==> src/rtl/dmem_readout_scheduler.sv <==
// dmem_readout_scheduler
// Arbitrates the single data-memory port between the core and a readout
// scanner. The core always wins; the scanner fetches one table word only
// in cycles with no core load/store, shows it on the display outputs for
// a fixed number of cycles, then moves to the next entry.

module dmem_readout_scheduler #(
   parameter int unsigned BASE_ADDR   = 2,
   parameter int unsigned COUNT       = 18,
   parameter int unsigned HOLD_CYCLES = 4,
   parameter int unsigned MAX_STALL   = 256
) (
   input  logic        clk,
   input  logic        rst,
   input  logic        start,
   input  logic        abort,
   input  logic        core_mem_read,
   input  logic        core_mem_write,
   input  logic [31:0] core_addr,
   output logic [31:0] mem_addr,
   output logic        mem_we,
   input  logic [31:0] mem_rdata,
   output logic [15:0] result,
   output logic        result_valid,
   output logic [15:0] result_index,
   output logic        busy,
   output logic        done,
   output logic        timeout,
   output logic [15:0] stall_cnt
);

   // Hold counter only ever holds HOLD_CYCLES-1 down to 0.
   localparam int HW = (HOLD_CYCLES > 1) ? $clog2(HOLD_CYCLES) : 1;
   // Consecutive-stall counter must be able to reach MAX_STALL.
   localparam int SW = $clog2(MAX_STALL + 1);

   localparam logic [31:0]   BASE       = 32'(BASE_ADDR);
   localparam logic [15:0]   LAST_INDEX = 16'(COUNT - 1);
   localparam logic [HW-1:0] HOLD_LOAD  = HW'(HOLD_CYCLES - 1);
   localparam logic [SW-1:0] STALL_MAX  = SW'(MAX_STALL);

   typedef enum logic [1:0] {
      IDLE = 2'd0,
      SCAN = 2'd1,
      HOLD = 2'd2,
      DONE = 2'd3
   } state_t;

   state_t          state_reg,        state_next;
   logic [31:0]     scan_addr_reg,    scan_addr_next;
   logic [15:0]     index_reg,        index_next;
   logic [HW-1:0]   hold_cnt_reg,     hold_cnt_next;
   logic [SW-1:0]   consec_reg,       consec_next;
   logic [15:0]     stall_cnt_reg,    stall_cnt_next;
   logic [15:0]     result_reg,       result_next;
   logic [15:0]     result_index_reg, result_index_next;
   logic            result_valid_reg, result_valid_next;
   logic            timeout_reg,      timeout_next;

   logic            core_active;
   logic [SW-1:0]   consec_inc;
   logic            unused_rdata_hi;

   // Only the low half of a table word is displayed.
   assign unused_rdata_hi = ^mem_rdata[31:16];

   assign core_active = core_mem_read | core_mem_write;
   assign consec_inc  = consec_reg + SW'(1);

   // Port mux: the core owns the address whenever it touches memory.
   assign mem_addr = core_active ? core_addr : scan_addr_reg;
   assign mem_we   = core_mem_write;

   assign result       = result_reg;
   assign result_valid = result_valid_reg;
   assign result_index = result_index_reg;
   assign stall_cnt    = stall_cnt_reg;
   assign timeout      = timeout_reg;
   assign busy         = (state_reg == SCAN) || (state_reg == HOLD);
   assign done         = (state_reg == DONE);

   // State and datapath registers, cleared by synchronous reset.
   always_ff @(posedge clk) begin
      if (rst) begin
         state_reg        <= IDLE;
         scan_addr_reg    <= BASE;
         index_reg        <= '0;
         hold_cnt_reg     <= '0;
         consec_reg       <= '0;
         stall_cnt_reg    <= '0;
         result_reg       <= '0;
         result_index_reg <= '0;
         result_valid_reg <= 1'b0;
         timeout_reg      <= 1'b0;
      end else begin
         state_reg        <= state_next;
         scan_addr_reg    <= scan_addr_next;
         index_reg        <= index_next;
         hold_cnt_reg     <= hold_cnt_next;
         consec_reg       <= consec_next;
         stall_cnt_reg    <= stall_cnt_next;
         result_reg       <= result_next;
         result_index_reg <= result_index_next;
         result_valid_reg <= result_valid_next;
         timeout_reg      <= timeout_next;
      end
   end

   // Next-state and datapath update; abort overrides everything else.
   always_comb begin
      state_next        = state_reg;
      scan_addr_next    = scan_addr_reg;
      index_next        = index_reg;
      hold_cnt_next     = hold_cnt_reg;
      consec_next       = consec_reg;
      stall_cnt_next    = stall_cnt_reg;
      result_next       = result_reg;
      result_index_next = result_index_reg;
      result_valid_next = 1'b0;
      timeout_next      = timeout_reg;

      if (abort) begin
         // Display, index and stall statistics stay visible after abort.
         state_next = IDLE;
      end else begin
         case (state_reg)
            IDLE, DONE: begin
               if (start) begin
                  state_next     = SCAN;
                  scan_addr_next = BASE;
                  index_next     = '0;
                  hold_cnt_next  = '0;
                  consec_next    = '0;
                  stall_cnt_next = '0;
                  timeout_next   = 1'b0;
               end
            end

            SCAN: begin
               if (!core_active) begin
                  // Free slot: memory is addressed by scan_addr this cycle.
                  result_next       = mem_rdata[15:0];
                  result_index_next = index_reg;
                  result_valid_next = 1'b1;
                  consec_next       = '0;
                  hold_cnt_next     = HOLD_LOAD;
                  state_next        = HOLD;
               end else begin
                  if (stall_cnt_reg != 16'hFFFF) begin
                     stall_cnt_next = stall_cnt_reg + 16'd1;
                  end
                  consec_next = consec_inc;
                  if (consec_inc == STALL_MAX) begin
                     timeout_next = 1'b1;
                     state_next   = DONE;
                  end
               end
            end

            HOLD: begin
               if (hold_cnt_reg != '0) begin
                  hold_cnt_next = hold_cnt_reg - HW'(1);
               end else if (index_reg == LAST_INDEX) begin
                  state_next = DONE;
               end else begin
                  index_next     = index_reg + 16'd1;
                  scan_addr_next = scan_addr_reg + 32'd1;
                  state_next     = SCAN;
               end
            end

            default: begin
               state_next = IDLE;
            end
         endcase
      end
   end

endmodule

==> config.mk <==
export PLATFORM = sky130hd
export DESIGN_NAME = dmem_readout_scheduler
export DESIGN_NICKNAME = d
export VERILOG_FILES = /design/src/rtl/dmem_readout_scheduler.sv
export SDC_FILE = /design/constraint.sdc
export NUM_CORES = 1
export LEC_CHECK = 0
export BUFFER_PORTS_ARGS = -buffer_cell sky130_fd_sc_hd__buf_2
export CORE_UTILIZATION = 35
export DETAILED_ROUTE_END_ITERATION = 6
export REMOVE_ABC_BUFFERS = 1
export SETUP_SLACK_MARGIN = 0.3
export SKIP_CTS_REPAIR_TIMING = 1
export SLEW_MARGIN = 25
export SYNTH_ARGS = -nofsm -noshare
export SYNTH_HDL_FRONTEND = slang
export SYNTH_SLANG_ARGS = --single-unit
==> constraint.sdc <==
create_clock -name clk -period 4.09 [get_ports clk]
set_clock_uncertainty 0.1 [all_clocks]
set_input_delay 0.409 -clock clk [delete_from_list [all_inputs] [get_ports clk]]
set_output_delay 0.409 -clock clk [all_outputs]
set_load 0.005 [all_outputs]
==> results of run 1 <==
[worst register-to-register path, cell delays in order, from the launching register on]
cell     delay (ps)
dfxtp_1         360
inv_1            70
ha_1            340
and2b_4         200
or4_4           600
or4_4           670
or4_1           440
a21oi_1         150
[logic make-up (layout without fill, tap and decap cells)]
group                      count (synthesis)  after routing  share of synthesized area [%]
DFF                                      111            111                           39.9
buffers and inverters                     61            182                           4.73
and+or+nand+nor                          294            294                           27.2
adders and majority gates                 10             10                           2.24
AOI/OAI and AO/OA                        138            138                           14.3
xor gates and xnor gates                  32             32                           5.03
muxes                                     33             33                           6.64
[area by class of cell]
type,instances,area share [%]
inverters,18,1.01
clock inverters,7,0.858
flip-flops and latches,111,33.1
clock buffers,9,3.36
repair buffers,148,11.4
multi-input cells,507,46.3
well taps,211,3.93
[through the flow]
stage	utilization, %	hold slack (ps)	area, sq um
3_5_place_dp	41.8	343	6430
3_3_place_gp	41.8	339	6430
4_1_cts	43.7	170	6710
2_1_floorplan	-	326	5380
5_1_grt	43.7	182	6710
6_report	43.7	183	6710
[cell usage after synthesis, drive strengths merged, types with 3 or more instances]
cell    instances  area, sq um
a211oi          3         22.5
a21oi          75          375
a31oi           5         31.3
and2            6         37.5
and3           10         62.6
and4            7         61.3
buf             6         57.6
clkbuf         37          139
dfxtp         111         2220
ha             10          125
inv            18         67.6
mux2           32          360
nand2          92          345
nand2b          4         25.0
nand3          27          135
nand3b          5         37.5
nand4          21          131
nor2           55          206
nor3            6         30.0
nor4           12         75.1
nor4b           5         43.8
o211ai          4         30.0
o21ai          28          140
o31ai          10         80.1
or3            20          126
or4            14          113
xnor2          15          131
xor2           17          149
[per-layer routing]
| layer | vias to the layer above | share of wire [%] | track usage (%) |
|---|---|---|---|
| met5 | - | 0 | 0 |
| li1 | 2655 | - | - |
| met2 | 109 | 44 | 25.0 |
| met3 | 17 | 3.3 | 2.59 |
| met4 | 0 | 2.0 | 7.47 |
| met1 | 2357 | 50 | 21.8 |
[report_power, final]
| group | internal [mW] | switching [mW] | total (mW) |
|---|---|---|---|
| clock | 0.421 | 0.421 | 0.842 |
| combinational | 0.0775 | 0.0898 | 0.167 |
| sequential | 1.09 | 0.00688 | 1.09 |
| total | 1.58 | 0.518 | 2.10 |
[path summary, 6_finish.rpt]
check                                     from                              to  slack [ps]  depth (start not counted)
hold reg to reg   result_index[5]$_SDFFE_PP0P_    result_index[5]$_SDFFE_PP0P_         350                          2
hold / removal                   mem_rdata[15]         result[15]$_SDFFE_PP0P_         180                          3
setup / recovery     state_reg[0]$_SDFFE_PP0P_  scan_addr_reg[25]$_SDFFE_PP0P_        1110                          7
setup reg to reg     state_reg[0]$_SDFFE_PP0P_  scan_addr_reg[25]$_SDFFE_PP0P_        1110                          7
==> impl_metrics.json, run 1 <==
{
  "synth_cells": 679,
  "path_buf_inv": 1,
  "root_buffer": "clkbuf_16",
  "die_w_um": 128,
  "post-place-ws_ps": 1110,
  "drive_gt1_share_pct": 26.1,
  "slew_headroom_pct": 33.6,
  "vias_per_cell": 5.08,
  "ys_dominant_reg_cell": "dfxtp_1",
  "drc": 0,
  "finalNonFillerCells": 1011,
  "grt_pass1_wl_mm": 21.4,
  "firstDrtPassIters": 5,
  "crit_family": "simple AND/OR/NAND/NOR gates",
  "synth_seq_area_share_pct": 39.9,
  "largest_reg_flops": 32,
  "cts_tree": "done",
  "end_kind": "register",
  "outcome": "complete, no violations",
  "clk_pin_slew_ps": 80,
  "start_kind": "register",
  "nFillCells": 1584,
  "grt_max_degree": 47,
  "drt-initial-drc-count": 233,
  "report.final.slew_viol_count": 0,
  "io_buffers": 138,
  "synthArstFlopShare_pct": 0,
  "slowest_stage": "or4_4",
  "fin_crit_ps": 2980,
  "hpwl_mm": 9.14,
  "crit_fanout": 18,
  "cts_buffer_depth": 2,
  "required_ps": 4280,
  "cp_slowest_stage_delay_ps": 660,
  "ir_drop_v": 0.000197,
  "start_util_pct": 36.3,
  "worstMarginPinSlew_ps": 990,
  "layout_commonest_cell": "buf_2",
  "syn_area_per_cell_sq_um": 8.21,
  "antenna_found_initial": 0,
  "drv_cap": 0,
  "boundaryPins": 155,
  "max_freq_ghz": 0.335,
  "cts_sinks": 111,
  "synth-seq-cells": 111,
  "gp_congestion": 0.781,
  "numCtsBuffers": 9,
  "finalWirelength_mm": 13.2,
  "fin_nets": 875,
  "ant_nets": 0,
  "worst_slack_ps": 1110,
  "grt_pass1_vias": 4368,
  "p_per_area_nw_per_um2": 313,
  "ys.warnings.count": 0,
  "path_class": "reg -> reg",
  "setup_viol": 0,
  "power.total_mw": 2.10,
  "h-tree-depth": 3,
  "register_area_sq_um": 2220,
  "ys_types": 54,
  "finalHoldViolCount": 0,
  "finalCritPeriodShare_pct": 72.9,
  "path_cells": "inv_1 > ha_1 > and2b_4 > or4_4 > or4_4 > or4_1 > a21oi_1",
  "diodes": 0,
  "avgRoutedWirePerCell_um": 13.0,
  "tns_ps": 0,
  "num_vias": 5138,
  "mostFrequentLayoutCells": "buf_2 (138), dfxtp_1 (111), nand2_1 (92), a21oi_1 (75), nor2_1 (54)",
  "core_area_sq_um": 15400,
  "worstSkewPairLatency_ps": 360,
  "synth_edf_count": 0,
  "track_usage_pct": 16.1,
  "die_h_um": 128,
  "rsz0062_at_grt": "no",
  "cp_common_cell": "or4_4",
  "arrival_ps": 3170,
  "hold_path.class": "in -> reg",
  "num_rows": 45,
  "grt_overflow_total": 0,
  "dieArea_sq_um": 16400,
  "dp.cells": 995,
  "area_delta_synth_final_pct": 20.4,
  "synthesis.area_sq_um": 5580,
  "p_leak_nw": 2.51,
  "multi_input_area_sq_um": 3110
}
Power figures use the tool's default switching activity.
==> inputs of run 2 (changes only) <==
clock period = 2.6 ns   (was 4.09 ns; I/O delays follow)
==> run 2 against run 1 <==
Sequential share of layout area is 2.7 points lower. Global-route usage is 0.53 points higher. Die area stayed put.
==> impl_metrics.json, run 2 (synthesis results as in run 1) <==
{
  "dieArea_sq_um": 16400,
  "design_area_sq_um": 7320,
  "pwr-share-clk_pct": 42.8,
  "die_h_um": 128,
  "arrival_ps": 2680,
  "p_leak_nw": 2.80,
  "start_util_pct": 36.3,
  "numCtsBuffers": 9,
  "p_sw_mw": 0.849,
  "p_comb_share_pct": 9.3,
  "antenna_found_initial": 0,
  "post-place-ws_ps": -171,
  "grt_max_degree": 49,
  "setup_viol": 0,
  "cts_tree": "done",
  "avgRoutedWirePerCell_um": 13.8,
  "diodes": 0,
  "cts_sinks": 111,
  "start_kind": "register",
  "num_rows": 45,
  "hold_path.class": "in -> reg",
  "worst_slack_ps": 109,
  "placed_cell_area_sq_um": 6640,
  "layout_commonest_cell": "buf_2",
  "io_buffers": 138,
  "worstSkewPairLatency_ps": 360,
  "grt_pass1_vias": 4562,
  "outcome": "complete, no violations",
  "finalHoldViolCount": 0,
  "fin_nets": 914,
  "p_seq_share_pct": 47.9,
  "end_kind": "register",
  "nFillCells": 1537,
  "gp_congestion": 0.800,
  "mostFrequentLayoutCells": "buf_2 (138), dfxtp_1 (108), nand2_1 (92), a21oi_1 (68), nor2_1 (53)",
  "intPower_mw": 2.74,
  "num_vias": 5335,
  "grt_pass1_wl_mm": 22.2,
  "required_ps": 2790,
  "die_w_um": 128,
  "cts_buffer_depth": 2,
  "fin_crit_ps": 2490,
  "finalCritPeriodShare_pct": 95.8,
  "rsz0062_at_grt": "yes",
  "root_buffer": "clkbuf_16",
  "p_per_area_nw_per_um2": 490,
  "drc": 0,
  "crit_fanout": 5,
  "ant_nets": 0,
  "finalWirelength_mm": 14.4,
  "largest_reg_flops": 32,
  "report.final.slew_viol_count": 0,
  "register_area_sq_um": 2230,
  "firstDrtPassIters": 4,
  "p_sw_share_pct": 23.7,
  "drt-initial-drc-count": 264,
  "hold_slack_ps": 31.1,
  "max_freq_ghz": 0.401,
  "area_delta_synth_final_pct": 31.3,
  "clk_pin_slew_ps": 80,
  "grt_overflow_total": 0,
  "ir_drop_v": 0.000318,
  "path_class": "reg -> reg",
  "drv_cap": 0,
  "h-tree-depth": 3,
  "track_usage_pct": 16.6,
  "boundaryPins": 155,
  "hpwl_mm": 9.59,
  "tns_ps": 0,
  "worstMarginPinSlew_ps": 737,
  "slew_headroom_pct": 50.5,
  "drive_gt1_share_pct": 32.7,
  "core_area_sq_um": 15400,
  "vias_per_cell": 5.08,
  "multi_input_area_sq_um": 3290
}
==> run 2: changes by cell type in the layout (fill, tap and decap cells not counted), moves of 4 or more <==
cell     previous run  this run
a21oi_1            75        68
or3_1              19        15
buf_6               0         4
a21oi_2             0         7
or3_4               0         5
buf_4              10        35
nor4b_1             5         1
==> run 2: cell type report <==
class,count,share of cell area (%)
clock buffer,9,3.08
sequential,111,30.4
multi-input combinational,510,44.9
inverter,18,0.923
clock inverter,7,1.40
timing repair buffer,184,15.7
tap,211,3.61
==> run 2: path summary, 6_finish.rpt <==
kind | from | slack [ps] | endpoint | cells past startpoint
setup / recovery | state_reg[0]$_SDFFE_PP0P_ | 110 | scan_addr_reg[25]$_SDFFE_PP0P_ | 7
hold / removal | mem_rdata[15] | 30 | result[15]$_SDFFE_PP0P_ | 3
setup reg to reg | state_reg[0]$_SDFFE_PP0P_ | 110 | scan_addr_reg[25]$_SDFFE_PP0P_ | 7
hold reg to reg | result_index[5]$_SDFFE_PP0P_ | 350 | result_index[5]$_SDFFE_PP0P_ | 2
==> run 2: power groups by stage <==
stage          registers [mW]  clock network, mW  logic [mW]
2_1_floorplan            1.76                  0       0.135
3_3_place_gp             1.76                  0       0.286
3_5_place_dp             1.76                  0       0.286
4_1_cts                  1.72               1.58       0.287
5_1_grt                  1.72               1.63       0.364
6_report                 1.72               1.53       0.334
==> run 2: layer usage <==
metal | part of all wire (%) | vias to the layer above | wire length [um] | GRT usage (%)
li1 | - | 2749 | - | -
met1 | 50 | 2474 | 7160 | 22.9
met2 | 46 | 101 | 6600 | 26.2
met3 | 3.3 | 11 | 470 | 3.30
met4 | 1.5 | 0 | 219 | 4.98
met5 | 0 | - | 0 | 0
==> run 2: metrics by stage <==
stage | total power, mW | cells | util [%]
final | 3.59 | 1050 | 47.6
after global routing | 3.72 | 1050 | 47.6
after CTS | 3.58 | 1037 | 45.3
after detailed placement | 2.04 | 1021 | 43.2
after global placement | 2.04 | 1021 | 43.2
after floorplan | 1.89 | 636 | -
==> run 2: worst max-delay path, cell delays in order, from the launching register on <==
cell and delay (ps):
dfxtp_2 340, inv_2 50, ha_4 200, and2b_4 160, or4_4 520, or4_4 490
or4_4 440, a21oi_2 130
